$ cat config.mk
export PLATFORM = sky130hd
export DESIGN_NAME = video_timing_recovery
export DESIGN_NICKNAME = d
export VERILOG_FILES = /design/src/rtl/video_timing_recovery.sv
export SDC_FILE = /design/constraint.sdc
export NUM_CORES = 1
export LEC_CHECK = 0
export CAP_MARGIN = 20
export CELL_PAD_IN_SITES_DETAIL_PLACEMENT = 0
export CELL_PAD_IN_SITES_GLOBAL_PLACEMENT = 1
export CORE_ASPECT_RATIO = 0.5
export CORE_MARGIN = 2
export CORE_UTILIZATION = 35
export CTS_CLUSTER_SIZE = 16
export DETAILED_ROUTE_END_ITERATION = 7
export GPL_TIMING_DRIVEN = 0
export HOLD_SLACK_MARGIN = 0.03
export PLACE_DENSITY_LB_ADDON = 0.1
export SYNTH_ARGS = -nofsm -noshare
export SYNTH_HDL_FRONTEND = slang
export SYNTH_SLANG_ARGS = --single-unit
export TNS_END_PERCENT = 5
$ cat constraint.sdc
create_clock -name clk_i -period 3.9 [get_ports clk_i]
set_clock_uncertainty 0.2 [all_clocks]
set_input_delay 0.39 -clock clk_i [delete_from_list [all_inputs] [get_ports clk_i]]
set_output_delay 0.39 -clock clk_i [all_outputs]
set_load 0.02 [all_outputs]
$ cat src/rtl/video_timing_recovery.sv
`default_nettype none
// ============================================================================
//  Module      : video_timing_recovery
//  Description : Recovers line/frame timing from a 1-bit DE-qualified video
//                stream sampled on a pixel-rate clock enable. Produces pixel
//                coordinates, start-of-frame, lock status, violation pulses
//                and the measured line width / frame height.
//  Revision    : 1.0 - initial release
// ============================================================================
module video_timing_recovery #(
   parameter logic [9:0] NumColTotal  = 10'd800,
   parameter logic [9:0] NumColActive = 10'd640,
   parameter logic [9:0] NumRowActive = 10'd480
) (
   input  logic       clk_i,
   input  logic       rst_i,
   input  logic       ce_i,
   input  logic       de_i,
   input  logic       pix_i,
   output logic       pix_valid_o,
   output logic       pix_o,
   output logic [9:0] col_o,
   output logic [9:0] row_o,
   output logic       sof_o,
   output logic       locked_o,
   output logic       err_o,
   output logic [9:0] width_o,
   output logic [9:0] height_o
);

   localparam logic [9:0] c_CNT_MAX = 10'd1023;

   typedef enum logic [1:0] {
      ST_SEARCH  = 2'd0,
      ST_ACQUIRE = 2'd1,
      ST_LOCKED  = 2'd2
   } state_t;

   state_t     r_state;
   logic [9:0] r_col_cnt;
   logic [9:0] r_row_cnt;
   logic [9:0] r_gap_cnt;
   logic       r_de_prev;

   logic       w_active;
   logic       w_line_start;
   logic       w_line_end;
   logic       w_frame_gap;
   logic       w_tracking;
   logic       w_viol;
   logic [9:0] w_col_inc;
   logic [9:0] w_row_inc;

   // Classify the current sample and gather every timing violation it carries
   always_comb begin
      w_active     = ce_i & de_i;
      w_line_start = w_active & ~r_de_prev;
      w_line_end   = ce_i & ~de_i & r_de_prev;
      // The gap counter can only reach NumColTotal-1 after that many low
      // samples, so a line end and a frame gap never share one sample.
      w_frame_gap  = ce_i & ~de_i & (r_gap_cnt == (NumColTotal - 10'd1));
      w_tracking   = (r_state != ST_SEARCH);
      w_col_inc    = (r_col_cnt == c_CNT_MAX) ? c_CNT_MAX : (r_col_cnt + 10'd1);
      w_row_inc    = (r_row_cnt == c_CNT_MAX) ? c_CNT_MAX : (r_row_cnt + 10'd1);
      // Column counter restarts at 0 every line, so equality with the active
      // width marks the first overlong pixel exactly once per line.
      w_viol       = (w_active     & (r_col_cnt == NumColActive))
                   | (w_line_start & (r_row_cnt >= NumRowActive))
                   | (w_line_end   & (r_col_cnt != NumColActive))
                   | (w_frame_gap  & (r_row_cnt != NumRowActive));
   end

   // Track line/frame position, capture measured sizes and drive pixel outputs
   always_ff @(posedge clk_i or posedge rst_i) begin
      if (rst_i) begin
         r_col_cnt   <= '0;
         r_row_cnt   <= '0;
         r_gap_cnt   <= '0;
         r_de_prev   <= 1'b0;
         pix_valid_o <= 1'b0;
         pix_o       <= 1'b0;
         col_o       <= '0;
         row_o       <= '0;
         sof_o       <= 1'b0;
         width_o     <= '0;
         height_o    <= '0;
      end else begin
         pix_valid_o <= 1'b0;
         sof_o       <= 1'b0;
         if (ce_i) begin
            r_de_prev <= de_i;
            pix_o     <= pix_i;
            if (de_i) begin
               r_gap_cnt   <= '0;
               r_col_cnt   <= w_col_inc;
               col_o       <= r_col_cnt;
               row_o       <= r_row_cnt;
               pix_valid_o <= w_tracking;
               sof_o       <= w_tracking & (r_col_cnt == 10'd0) & (r_row_cnt == 10'd0);
            end else begin
               if (r_gap_cnt != NumColTotal) begin
                  r_gap_cnt <= r_gap_cnt + 10'd1;
               end
               if (w_frame_gap) begin
                  height_o  <= r_row_cnt;
                  r_row_cnt <= '0;
                  r_col_cnt <= '0;
               end else if (r_de_prev) begin
                  width_o   <= r_col_cnt;
                  r_row_cnt <= w_row_inc;
                  r_col_cnt <= '0;
               end
            end
         end
      end
   end

   // Lock state machine: a violation always wins over a simultaneous frame gap
   always_ff @(posedge clk_i or posedge rst_i) begin
      if (rst_i) begin
         r_state  <= ST_SEARCH;
         locked_o <= 1'b0;
         err_o    <= 1'b0;
      end else begin
         err_o <= w_viol & w_tracking;
         case (r_state)
            ST_SEARCH: begin
               if (w_frame_gap) begin
                  r_state <= ST_ACQUIRE;
               end
            end
            ST_ACQUIRE: begin
               if (w_viol) begin
                  r_state <= ST_SEARCH;
               end else if (w_frame_gap) begin
                  r_state  <= ST_LOCKED;
                  locked_o <= 1'b1;
               end
            end
            ST_LOCKED: begin
               if (w_viol) begin
                  r_state  <= ST_SEARCH;
                  locked_o <= 1'b0;
               end
            end
            default: begin
               r_state  <= ST_SEARCH;
               locked_o <= 1'b0;
            end
         endcase
      end
   end

endmodule
`default_nettype wire
* After elaboration in Yosys (flattened, before gate mapping) *
Cells that the tools add are included.

word-level totals
  register bits after elaboration = 78
  output and inout bits = 45

cells by class
  reductions and logical operators = 15
  multiplexer cells = 22
  $add $sub $neg = 3
  $lt $le $gt $ge = 1
  bitwise operators = 19
  equal/unequal tests = 14

operators by type and width
  cell                                                    number
  two-way mux 10 bit                                      9
  equality test 10 bit, second input constant             4
  adder 10 x 1 -> 10 bit, second input constant           3
  logical NOT 10 bit                                      2
  inequality test 10 bit, second input constant           2
  AND 1 bit                                               12
  >= comparator 10 x 9 -> 1 bit, second input constant    1
  inequality test 10 x 9 -> 1 bit, second input constant  1
  AND reduction 3 bit                                     3
  two-way mux 2 bit                                       4
  inequality test 2 bit, second input constant            4
  AND reduction 4 bit                                     2
  two-way mux 1 bit                                       7
  one-hot mux 2 bit (3 select lines)                      1
  AND reduction 2 bit                                     3
  nonzero test 2 bit                                      3
  inverter 1 bit                                          4
  inequality test 3 bit, second input constant            1
  OR 1 bit                                                3
  one-hot mux 1 bit (3 select lines)                      1
  nonzero test 3 bit                                      1
  equality test 2 x 1 -> 1 bit, second input constant     1
  equality test 2 bit, second input constant              1
  logical NOT 2 bit                                       1

* Depth between registers and ports, before layout *
  word-level depth = 8
  mapped depth = 7
  mapped depth without buffers = 7

* Worst setup path after synthesis *
Ideal clock, no wire load.

  kind = reg2reg
  start = reg r_gap_cnt[2]
  end = reg r_gap_cnt[3]
  cell stages (with the launch flop) = 6
  path slack = 2016 ps
  arrival time = 1552 ps
  library setup time = 132 ps
  clock period less this slack = 1884 ps
  cell sequence = dfrtp_1 > or4_1 > o31a_4 > nand4_4 > xor2_1 > nor2_1

between the ends
  longest elaborated chain between the ends = 3
  elaborated cells on any way between the ends = 6
  classes of those cells = 1 x add/sub; 1 x eq/ne; 2 x mux; 2 x reduce/logical

RTL lines
  what                                                              line      RTL
  from (decl)                                                       42        logic [9:0] r_gap_cnt;
  from (signal assigned)                                            102       r_gap_cnt <= r_gap_cnt + 10'd1;
  adder 10 x 1 -> 10 bit or inequality test 10 bit (tied branches)  102, 101
  two-way mux 10 bit or nonzero test 2 bit (tied branches)          -
  two-way mux 10 bit or AND reduction 2 bit (tied branches)         -

Several ways; a longest one is shown, not always the timed one. The select of a mux whose other input is x is not followed.
A chain may end at the register's enable or synchronous reset.

* Worst setup path after layout *
  start = reg r_col_cnt[0]
  end = reg err_o

between the ends
  longest elaborated chain between the ends = 6
  elaborated cells on any way between the ends = 8
  classes of those cells = 2 x eq/ne; 6 x bitwise

RTL lines
  what                    line  RTL
  from (decl)             40    logic [9:0] r_col_cnt;
  from (signal assigned)  95    r_col_cnt <= w_col_inc;
  equality test 10 bit    67    w_viol = (w_active & (r_col_cnt == NumColActive))
  AND 1 bit               67
  OR 1 bit                68    | (w_line_start & (r_row_cnt >= NumRowActive))
  OR 1 bit *              69    | (w_line_end & (r_col_cnt != NumColActive))
  OR 1 bit *              70    | (w_frame_gap & (r_row_cnt != NumRowActive));
  AND 1 bit *             125   err_o <= w_viol & w_tracking;
  to (signal assigned)    125
  to (decl)               26    output logic err_o,

Mark *: on every way between the ends. The rest lies on a longest branch, timed or not.

==> metrics <==
outcome complete, no violations; DP HPWL 6390 um; setup bufs post-CTS 0; initial core utilization 0.355; fraction of synthesized area in multiplexers 0.00628; Port Buffers 49; die area 0.0111 mm2; Via density 5.00; Arr. time, crit path 2.40 ns; final wirelength 8840 um; residual overflow from global routing 0; CP Capture Type flop; Synth warnings 0; Placement Cell Area 0.00428 mm2; Horiz. Die Dim 147 um; Routed WL per cell 14.7 um; maximum clock insertion buffer count 2; DRC violations left 0; synth cell count leaders nand2_1, dfrtp_1, o21ai_0; Die Y 75.6 um; Max IR drop VDD 219 uV; vias in the first global route 2843; Leakage 0.00205 uW; setup TNS 0 ns; asr flop ratio synth 1.00; simple-gate share of the synthesized area 0.233; Power Total 2320 uW; filler instances 975; Area Growth Syn to Fin 27.5%; drt initial violations 200; Max Cap Violations 0; detailed-route via count 2999; post-synthesis instance total 395; Final period util 0.612; XOR/XNOR Fraction of Synth Area 0.00977; average size of a mapped cell 9.08 um2; nets@finish 467; IO Count 50; leading cell types by total area after synthesis dfrtp_1, nand2_1, o21ai_0; hold slack 0.133 ns; sequential fraction of the synthesis area 0.545; FF+latch count, synth 78; # hold bufs at CTS 0; compound-cell area share of the yosys netlist 0.143; Cell Rows 26; CTS Buf Count 9; GRT Util Overall 0.173; Worst path slowest cell nor4b_1; CTS HTree Levels 3; post-synth cell types 44; ANT nets after route 0; ANT cells 0; Final min period 2.39 ns; most common cell in the netlist nand2_1; cell at the root of the clock tree clkbuf_16; Synth area leader dfrtp_1; Hold Violations, Final 0; layout cells sized above 1 0.0652; setup violators final 0; synthesized cell area 0.00358 mm2; global-route wire length before repair 14700 um; largest net degree at the start of global routing 65; GPL Wtd Cong 0.810; CP startpoint kind flop; share of the synthesized area in the top cell type 0.545; Data required, critical path 3.92 ns; crit path cell chain inv_1 > ha_1 > nor4b_1 > a41oi_1 > nor3_1 > o21ai_2 > o21a_1; Hold Crit Class input port to async pin; worst-path fanout max 5; CP peak stage delay 0.56 ns; core area 0.0101 mm2; CTS tree done; 1st-pass router iterations 4; kind of critical path flop to flop; Clock transition at path regs 0.06 ns; footprint of the multi-input gates 0.00148 mm2; synthesized-area fraction occupied by adder cells 0.0209; Register Area 0.00195 mm2; clk_lat worst skew 0.33 ns; Worst Max-Slew Pin Slew 0.670 ns; clock sinks 78; Peak Freq 419 MHz; Post-synth EDFFs 0; Resized cells post-CTS 0; Slew HR 0.547; top_reg_cell synth dfrtp_1; largest family of logic cells by synthesized area simple AND/OR/NAND/NOR gates; final instance area 0.00457 mm2; Mapped Nets 406; Pwr Density 507 mW/mm2; initial antenna violation count 0; unrepaired setup endpoints after global routing no; Slew Viols, Final 0
cells in the final DEF, fill, tap and decap left out, types with 4 or more instances in the layout:
master and n:
buf_2 6, nand3_1 12, dfrtp_1 78, clkbuf_1 12, a21oi_1 19, clkdlybuf4s50_1 49
o21ai_0 42, inv_1 18, xor2_1 4, o21ai_1 4, or3_1 4, and2_1 4
clkbuf_16 9, a41oi_1 5, nand2_1 101, and3_1 6, nor2_1 21, nor3_1 7
ha_1 6, nand4_1 8, a31oi_1 4
power by group:
group          internal [uW]  leakage (uW)  switching, uW
Clock                    507      0.000141            313
Combinational            202      0.000863            301
Sequential               915       0.00105           79.0
Total                   1620       0.00205            693
through the flow:
stage	setup slack, ns	utilization	std cells
after floorplan	1.31	-	395
after global placement	0.0441	0.421	584
after detailed placement	1.25	0.424	585
after CTS	1.55	0.453	600
after global routing	1.39	0.453	600
final	1.51	0.453	600
path summary, 6_finish.rpt:
kind / startpoint / end / slack [ns] / cells past startpoint
max: r_col_cnt[0] / err_o / 1.51 / 7
min: rst_i / row_o[2] / 0.13 / 2
max reg2reg: r_col_cnt[0] / err_o / 1.51 / 7
min reg2reg: height_o[3] / height_o[3] / 0.26 / 2
max in group asynchronous: rst_i / r_gap_cnt[0] / 2.79 / 3
min in group clk_i: height_o[3] / height_o[3] / 0.26 / 2
flip-flops by register name, summed over array words and instances, names as in the netlist, 2 cells and up:
register   flops
r_state        2
col_o         10
width_o       10
r_gap_cnt     10
row_o         10
height_o      10
r_row_cnt     10
r_col_cnt     10
critical path, delay by kind of cell, from the launching register on:
kind | cells | cell delay, ns
and+or+nand+nor | 2 | 0.89
buffers and inverters | 1 | 0.16
AOI/OAI and AO/OA | 3 | 0.47
adders and majority gates | 1 | 0.17
DFF | 1 | 0.39
logic make-up after synthesis:
kind of cell,after synthesis
AND/OR/NAND/NOR,180
AO/OA/AOI/OAI,87
flip-flops,78
buffers and inverters,38
adder cells (fa/ha/maj),6
XOR/XNOR,4
multiplexers,2
metal layers:
layer	global-route usage	share of wire	up-vias
li1	-	-	1472
met1	0.238	0.50	1476
met2	0.276	0.45	49
met3	0.0485	0.041	2
met4	0.0449	0.0029	0
met5	0	0	-
area by class of cell:
type,count,area share
timing repair buffer,50,0.113
clock buffer,11,0.0531
buffer,19,0.0175
clock inverter,4,0.0104
multi-input combinational,279,0.324
tap,140,0.0383
inverter,19,0.0162
sequential,78,0.427
Note: power is estimated with default switching activity, not from simulation.
